File: src/rtl/chan_op_pipe_pkg.sv
// Shared definitions for the channel operator pipeline: operator encodings
// selected by the runtime mode input.
package chan_op_pipe_pkg;

  typedef enum logic [1:0] {
    OP_AND  = 2'b00,
    OP_OR   = 2'b01,
    OP_PREV = 2'b10,
    OP_CUR  = 2'b11
  } op_e;

endpackage

File: src/rtl/chan_op_pipe_skid_buf.sv
// Two-entry skid buffer (main + skid). in_ready depends only on registered
// state, so there is no combinational path from out_ready to in_ready.
module skid_buf
  import chan_op_pipe_pkg::*;
#(
  parameter int DW = 12
) (
  input  logic          clk,
  input  logic          rst_n,
  input  logic          in_valid,
  output logic          in_ready,
  input  logic [DW-1:0] in_data,
  output logic          out_valid,
  input  logic          out_ready,
  output logic [DW-1:0] out_data
);

  logic          r_main_v;
  logic          r_skid_v;
  logic [DW-1:0] r_main_d;
  logic [DW-1:0] r_skid_d;
  logic          w_in_xfer;
  logic          w_out_xfer;

  assign in_ready   = ~r_skid_v;
  assign out_valid  = r_main_v;
  assign out_data   = r_main_d;
  assign w_in_xfer  = in_valid & ~r_skid_v;
  assign w_out_xfer = r_main_v & out_ready;

  always_ff @(posedge clk or negedge rst_n) begin
    if (!rst_n) begin
      r_main_v <= 1'b0;
      r_skid_v <= 1'b0;
      r_main_d <= '0;
      r_skid_d <= '0;
    end else if (w_out_xfer) begin
      // skid full implies in_ready=0, so no new beat competes with the move
      if (r_skid_v) begin
        r_main_d <= r_skid_d;
        r_skid_v <= 1'b0;
      end else if (w_in_xfer) begin
        r_main_d <= in_data;
      end else begin
        r_main_v <= 1'b0;
      end
    end else if (w_in_xfer) begin
      if (!r_main_v) begin
        r_main_d <= in_data;
        r_main_v <= 1'b1;
      end else begin
        r_skid_d <= in_data;
        r_skid_v <= 1'b1;
      end
    end
  end

endmodule

File: src/rtl/chan_op_pipe.sv
// Multi-channel operator stage: combines each channel with its previous
// accepted input, optionally holds the last checked result, then skid-buffers.
module chan_op_pipe
  import chan_op_pipe_pkg::*;
#(
  parameter int WIDTH = 4,
  parameter int NCH   = 3,
  parameter int CNT_W = 16
) (
  input  logic                 clk,
  input  logic                 rst_n,
  input  logic                 in_valid,
  output logic                 in_ready,
  input  logic [NCH*WIDTH-1:0] in_data,
  input  logic [1:0]           mode,
  input  logic                 check,
  output logic                 out_valid,
  input  logic                 out_ready,
  output logic [NCH*WIDTH-1:0] out_data,
  output logic [CNT_W-1:0]     out_count
);

  localparam int DW = NCH * WIDTH;

  logic [DW-1:0]    r_prev;
  logic [DW-1:0]    r_last;
  logic [CNT_W-1:0] r_count;
  logic [DW-1:0]    w_op;
  logic [DW-1:0]    w_result;
  logic             w_in_xfer;
  logic             w_out_xfer;

  for (genvar c = 0; c < NCH; c++) begin : g_ch
    logic [WIDTH-1:0] w_cur;
    logic [WIDTH-1:0] w_prv;
    logic [WIDTH-1:0] w_res;

    assign w_cur = in_data[c*WIDTH +: WIDTH];
    assign w_prv = r_prev[c*WIDTH +: WIDTH];

    always_comb begin
      w_res = w_cur;
      case (op_e'(mode))
        OP_AND:  w_res = w_cur & w_prv;
        OP_OR:   w_res = w_cur | w_prv;
        OP_PREV: w_res = w_prv;
        OP_CUR:  w_res = w_cur;
        default: w_res = w_cur;
      endcase
    end

    assign w_op[c*WIDTH +: WIDTH] = w_res;
  end

  assign w_result   = check ? w_op : r_last;
  assign w_in_xfer  = in_valid & in_ready;
  assign w_out_xfer = out_valid & out_ready;
  assign out_count  = r_count;

  // prev tracks every accepted beat; last only tracks checked results
  always_ff @(posedge clk or negedge rst_n) begin
    if (!rst_n) begin
      r_prev  <= '0;
      r_last  <= '0;
      r_count <= '0;
    end else begin
      if (w_in_xfer) begin
        r_prev <= in_data;
        if (check) r_last <= w_op;
      end
      if (w_out_xfer) r_count <= r_count + 1'b1;
    end
  end

  skid_buf #(.DW(DW)) u_skid (
    .clk       (clk),
    .rst_n     (rst_n),
    .in_valid  (in_valid),
    .in_ready  (in_ready),
    .in_data   (w_result),
    .out_valid (out_valid),
    .out_ready (out_ready),
    .out_data  (out_data)
  );

endmodule

File: config.mk
export PLATFORM = sky130hd
export DESIGN_NAME = chan_op_pipe
export DESIGN_NICKNAME = d
export VERILOG_FILES = /design/src/rtl/chan_op_pipe_pkg.sv /design/src/rtl/chan_op_pipe_skid_buf.sv /design/src/rtl/chan_op_pipe.sv
export SDC_FILE = /design/constraint.sdc
export NUM_CORES = 1
export LEC_CHECK = 0
export CAP_MARGIN = 20
export CORE_MARGIN = 2
export CORE_UTILIZATION = 38
export CTS_BUF_LIST = sky130_fd_sc_hd__clkbuf_4 sky130_fd_sc_hd__clkbuf_8
export DETAILED_ROUTE_END_ITERATION = 10
export GPL_ROUTABILITY_DRIVEN = 0
export GPL_TIMING_DRIVEN = 0
export PLACE_DENSITY_LB_ADDON = 0.2
export SLEW_MARGIN = 25
export SYNTH_ARGS = -nofsm -noshare
export SYNTH_HDL_FRONTEND = slang
export SYNTH_SLANG_ARGS = --single-unit
File: constraint.sdc
create_clock -name clk -period 3.3 [get_ports clk]
set_input_delay 0.99 -clock clk [delete_from_list [all_inputs] [get_ports clk]]
set_output_delay 0.99 -clock clk [all_outputs]
set_load 0.01 [all_outputs]
# Word-level counts from Yosys, hierarchy flattened
# Index checks and enable logic that the tools add are counted.
# totals
reg_bits	66
in_bits	19
elab_cells	48
# classes
add_sub_neg	1
eq_ne	6
n_mux	16
bitwise_logic	10
reduce_logical	8
# op_table
op	count
two-way mux 12 bit	6
case mux 4 bit (4 select lines)	3
adder 16 x 1 -> 16 bit (second input constant)	1
bitwise AND 4 bit	3
bitwise OR 4 bit	3
AND reduction 3 bit	3
two-way mux 1 bit	7
!= test 2 bit (second input constant)	3
nonzero test 2 bit	3
== test 2 bit (second input constant)	2
bitwise AND 1 bit	2
== test 2 x 1 -> 1 bit (second input constant)	1
logical NOT 2 bit	1
NOT 1 bit	2
AND reduction 2 bit	1

# Longest topological paths before layout
# depth
word_depth	6
depth_mapped	6
ltp_nobuf	5

# Cells and area by module
# Synthesis repeated with hierarchy kept, for this count alone.
# hier_totals
hier_cells	308
area_unflattened_um2	3328.2
# by_module_without_submodules
module	instances	cells_per_inst	area_each_um2	seq_area_each_um2
chan_op_pipe	1	189	2011.9	1001.0
skid_buf	1	119	1316.3	650.6

# Least setup slack after synthesis
# Ideal clock, no wire load.
# synth_timing
kind	input -> register
from	in mode[1]
to	reg u_skid.r_skid_d[0]
arrival_ns	1.767
required_time_ns	3.173
slack_ns	1.406
path_stages	5
path_buffers	1
path_cell_list	buf_4 o21a_1 o221ai_1 a21boi_1 a21oi_1
# synth_via
elab_chain_len	3
# synth_lines
element	line_no	text
start: declaration	chan_op_pipe.sv:15	input logic [1:0] mode,
== test 2 bit (tied with other cells)	chan_op_pipe.sv:43	case (op_e'(mode))
case mux 4 bit (4 select lines) (*)	chan_op_pipe.sv:43	
two-way mux 12 bit (*)	--	
end signal: assignment	chan_op_pipe_skid_buf.sv:52	r_skid_d <= in_data;
end: declaration	chan_op_pipe_skid_buf.sv:21	logic [DW-1:0] r_skid_d;
# Mark *: on every way between the ends. The rest lies on a longest branch, timed or not.
# A chain may end at the register's enable or synchronous reset.

# Worst setup path after layout
# layout_timing
from	reg u_skid.r_skid_v
to	out in_ready
# layout_via
elab_chain_len	1
# layout_lines
element	line_no	text
start: declaration	chan_op_pipe_skid_buf.sv:19	logic r_skid_v;
start signal: assignment	chan_op_pipe_skid_buf.sv:34	r_skid_v <= 1'b0;
start signal: assignment	chan_op_pipe_skid_buf.sv:41	r_skid_v <= 1'b0;
start signal: assignment	chan_op_pipe_skid_buf.sv:53	r_skid_v <= 1'b1;
NOT 1 bit	chan_op_pipe_skid_buf.sv:25	assign in_ready = ~r_skid_v;
end: declaration	chan_op_pipe.sv:13	output logic in_ready,
# No other way between the ends.

==> impl_metrics.toml <==
[status]
outcome = "finished, final reports clean"

[critical_path]
reg2reg_depth = 4
criticalPathCategory = "reg -> out"
required_ns = 2.31
end_kind = "output port"
r2r-start = "u_skid.out_valid$_DFFE_PN0P_"
r2r-end = "u_skid.out_data[9]$_DFFE_PN0P_"
reg2reg_slack_ns = 1.77
crit_fanout = 7
critPathLaunch = "u_skid.r_skid_v$_DFFE_PN0P_"
cp-start-kind = "flop"
crit_end = "in_ready"
cp.arrival_ns = 1.41

[die]
rows = 32
io_pins = 49
start_util_pct = 39.59
die-area_sq_um = 8828
die_w_microns = 93.96
die_h_microns = 93.96
core-area_sq_um = 7767

[sta]
setup_viol = 0
period_minus_slack_ns = 2.395
finalCritPeriodShare_pct = 72.59
fin_skew_ns = 0.008751
setup_ws_ns = 0.9046
whs_ns = 0.4792
fmax_mhz = 417.5
report.final.slew_viol_count = 0
grt_setup_unrepaired = "false"
setup_tns_ns = 0
slew-limit-headroom_pct = 63.30
worst_pin_slew_ns = 0.5505
hold_viol_final = 0

[detailed_routing]
totalWireLength_microns = 7254
via_count = 2392
dr.pass1.iters = 4
drc_errors = 0
wl_per_cell_microns = 16.01
viasPerCell = 5.280
detail-route-antenna-nets = 0
dr.first_iter.drc_count = 180

[grt]
grt.total_usage_pct = 17.85
grt_pass1_wl_microns = 11960
overflow = 0
grt_max_degree = 42
grt_pass1_vias = 2307
grt_antenna_before_repair = 0

[power]
p_comb_share_pct = 38.6
power_density_nw_per_um2 = 845.6
p_leak_nw = 1.612
p_int_mw = 2.136
clkPwrFrac_pct = 18.8
power_frac_seq_pct = 42.6
p_sw_share_pct = 34.80
vdd_drop_max_v = 0.0003514
net-switching-power_mw = 1.140

[logic_synthesis]
ys.flop_type = "dfrtp_1"
yosys_warnings = 0
synth.top_cell.area_share_pct = 53.70
muxShareOfSynthArea_pct = 4.394
ys_seq_area_share_pct = 53.70
post_synth_num_cell_types = 36
yosysTopAreaCell = "dfrtp_1"
yosysMostFrequentCell = "dfrtp_1"
synth_common_cells = "dfrtp_1 (66), a21oi_1 (26), nand2_1 (23), nor2_1 (16)"
synth_edf_count = 0
synth_adder_area_share_pct = 0.4068
synth_compound_area_share_pct = 23.23
synth_seq_cells = 66
synth_top_family_by_area = "compound AO/OA/AOI/OAI gates"
syn_inst = 287
ys_async_sr_fraction_pct = 100.0
syn-num-nets = 307
synthSimpleGateAreaFrac_pct = 9.357
synthTopCellsByArea = "dfrtp_1 (54%), mux2_2 (4.4%), a21oi_1 (4.2%)"
synth_xor_area_share_pct = 4.801
syn_area_sq_um = 3075
syn_avg_cell_area_sq_um = 10.72

[clock_tree]
clockRootBuffer = "clkbuf_8"
insertion_delay_ns = 0.34
post_cts_resized = 0
clk_pin_slew_ns = 0.07
cts_setup_buffers = 0
cts_tree = "done"
ctsHoldBuffers = 0
htreeDepth = 3
cts_sinks = 66
numCtsBuffers = 9
cts_buffer_depth = 2

[finish]
nets = 367
nFillCells = 736
area_delta_synth_final_pct = 26.00
diodes = 0
stdcell_area_sq_um = 3875
stdcell_count = 453
final_layout_size_suffix_gt1_share_pct = 14.81

[hold_path]
hold_start = "out_count[15]$_DFFE_PN0P_"
min_path_type = "reg -> reg"

[job]
drv_cap = 0

[place]
dp_hpwl_microns = 4972
io_buffer_count = 48
dp_slack_ns = 0.6130
postPlaceCellArea_sq_um = 3701
placed_cells_incl_taps = 438
==> sequential cells by signal, indices dropped and copies added, names as in the netlist <==
name / cells
u_skid.r_skid_v: 1
u_skid.out_valid: 1
r_prev: 12
out_count: 16
u_skid.out_data: 12
u_skid.r_skid_d: 12
r_last: 12
==> stage by stage <==
stage,util [%],power (mW)
final,49.89,3.277
after global placement,47.42,2.638
after CTS,49.89,3.298
after detailed placement,47.65,2.680
after floorplan,-,2.158
after global routing,49.89,3.506
==> how the worst min path moves through the flow <==
stage | end | slack [ns] | depth (start not counted)
2_1_floorplan | r_prev[10]$_DFFE_PN0N_ | 0.45 | 2
3_3_place_gp | out_count[15]$_DFFE_PN0P_ | 0.46 | 1
3_5_place_dp | out_count[15]$_DFFE_PN0P_ | 0.47 | 1
4_1_cts | out_count[15]$_DFFE_PN0P_ | 0.48 | 1
5_1_grt | out_count[15]$_DFFE_PN0P_ | 0.53 | 1
6_report | out_count[15]$_DFFE_PN0P_ | 0.48 | 1
==> routing by layer <==
metal / GRT usage, % / wire length (microns) / share of wire (%) / vias to the layer above
met5: 0 / 0 / 0 / -
met4: 8.696 / 112 / 1.5 / 0
met3: 2.889 / 338 / 4.7 / 11
met2: 26.19 / 3357 / 46 / 60
met1: 25.64 / 3445 / 47 / 1155
li1: - / - / - / 1166
==> cell usage in the layout, fill, tap and decap left out, types with 10 or more instances in the layout <==
master and instances:
mux2_2 12, o21a_1 11, xnor2_1 12, dfrtp_1 66
a31oi_1 11, clkdlybuf4s50_1 47, a21boi_1 11, a21boi_0 11
clkbuf_8 11, nor2_1 16, o221ai_1 11, o22ai_1 11
nand2_1 23, a21oi_1 26, o21ai_0 10
==> worst max-delay path: stages (launching register included) <==
cell and delay (ns):
dfrtp_1 0.44, inv_1 0.10, clkdlybuf4s50_1 0.53
==> cell families after synthesis <==
group | count (synthesis)
mux | 12
flops | 66
xor+xnor | 16
fa+ha+maj | 1
buf+inv | 24
simple gates | 58
compound gates | 110
==> power groups by stage <==
| stage | combinational, mW | sequential, mW | clock [mW] |
|---|---|---|---|
| after CTS | 1.27 | 1.40 | 0.629 |
| final | 1.27 | 1.39 | 0.616 |
| after global placement | 1.24 | 1.40 | 0 |
| after detailed placement | 1.27 | 1.41 | 0 |
| after global routing | 1.39 | 1.45 | 0.665 |
| after floorplan | 0.744 | 1.41 | 0 |
==> final cells by class <==
type                    instances  area (sq um)  share of cell area [%]
flip-flops and latches         66          1652                   42.62
multi-input cells             197          1297                   33.48
repair buffers                 49         498.0                   12.85
clock buffers                  12         158.9                   4.101
well taps                     102         127.6                   3.293
plain buffers                  18         103.9                   2.680
inverters                       6         22.52                  0.5812
clock inverters                 3         15.01                  0.3875
No activity file was read; power rests on OpenSTA's default activity.
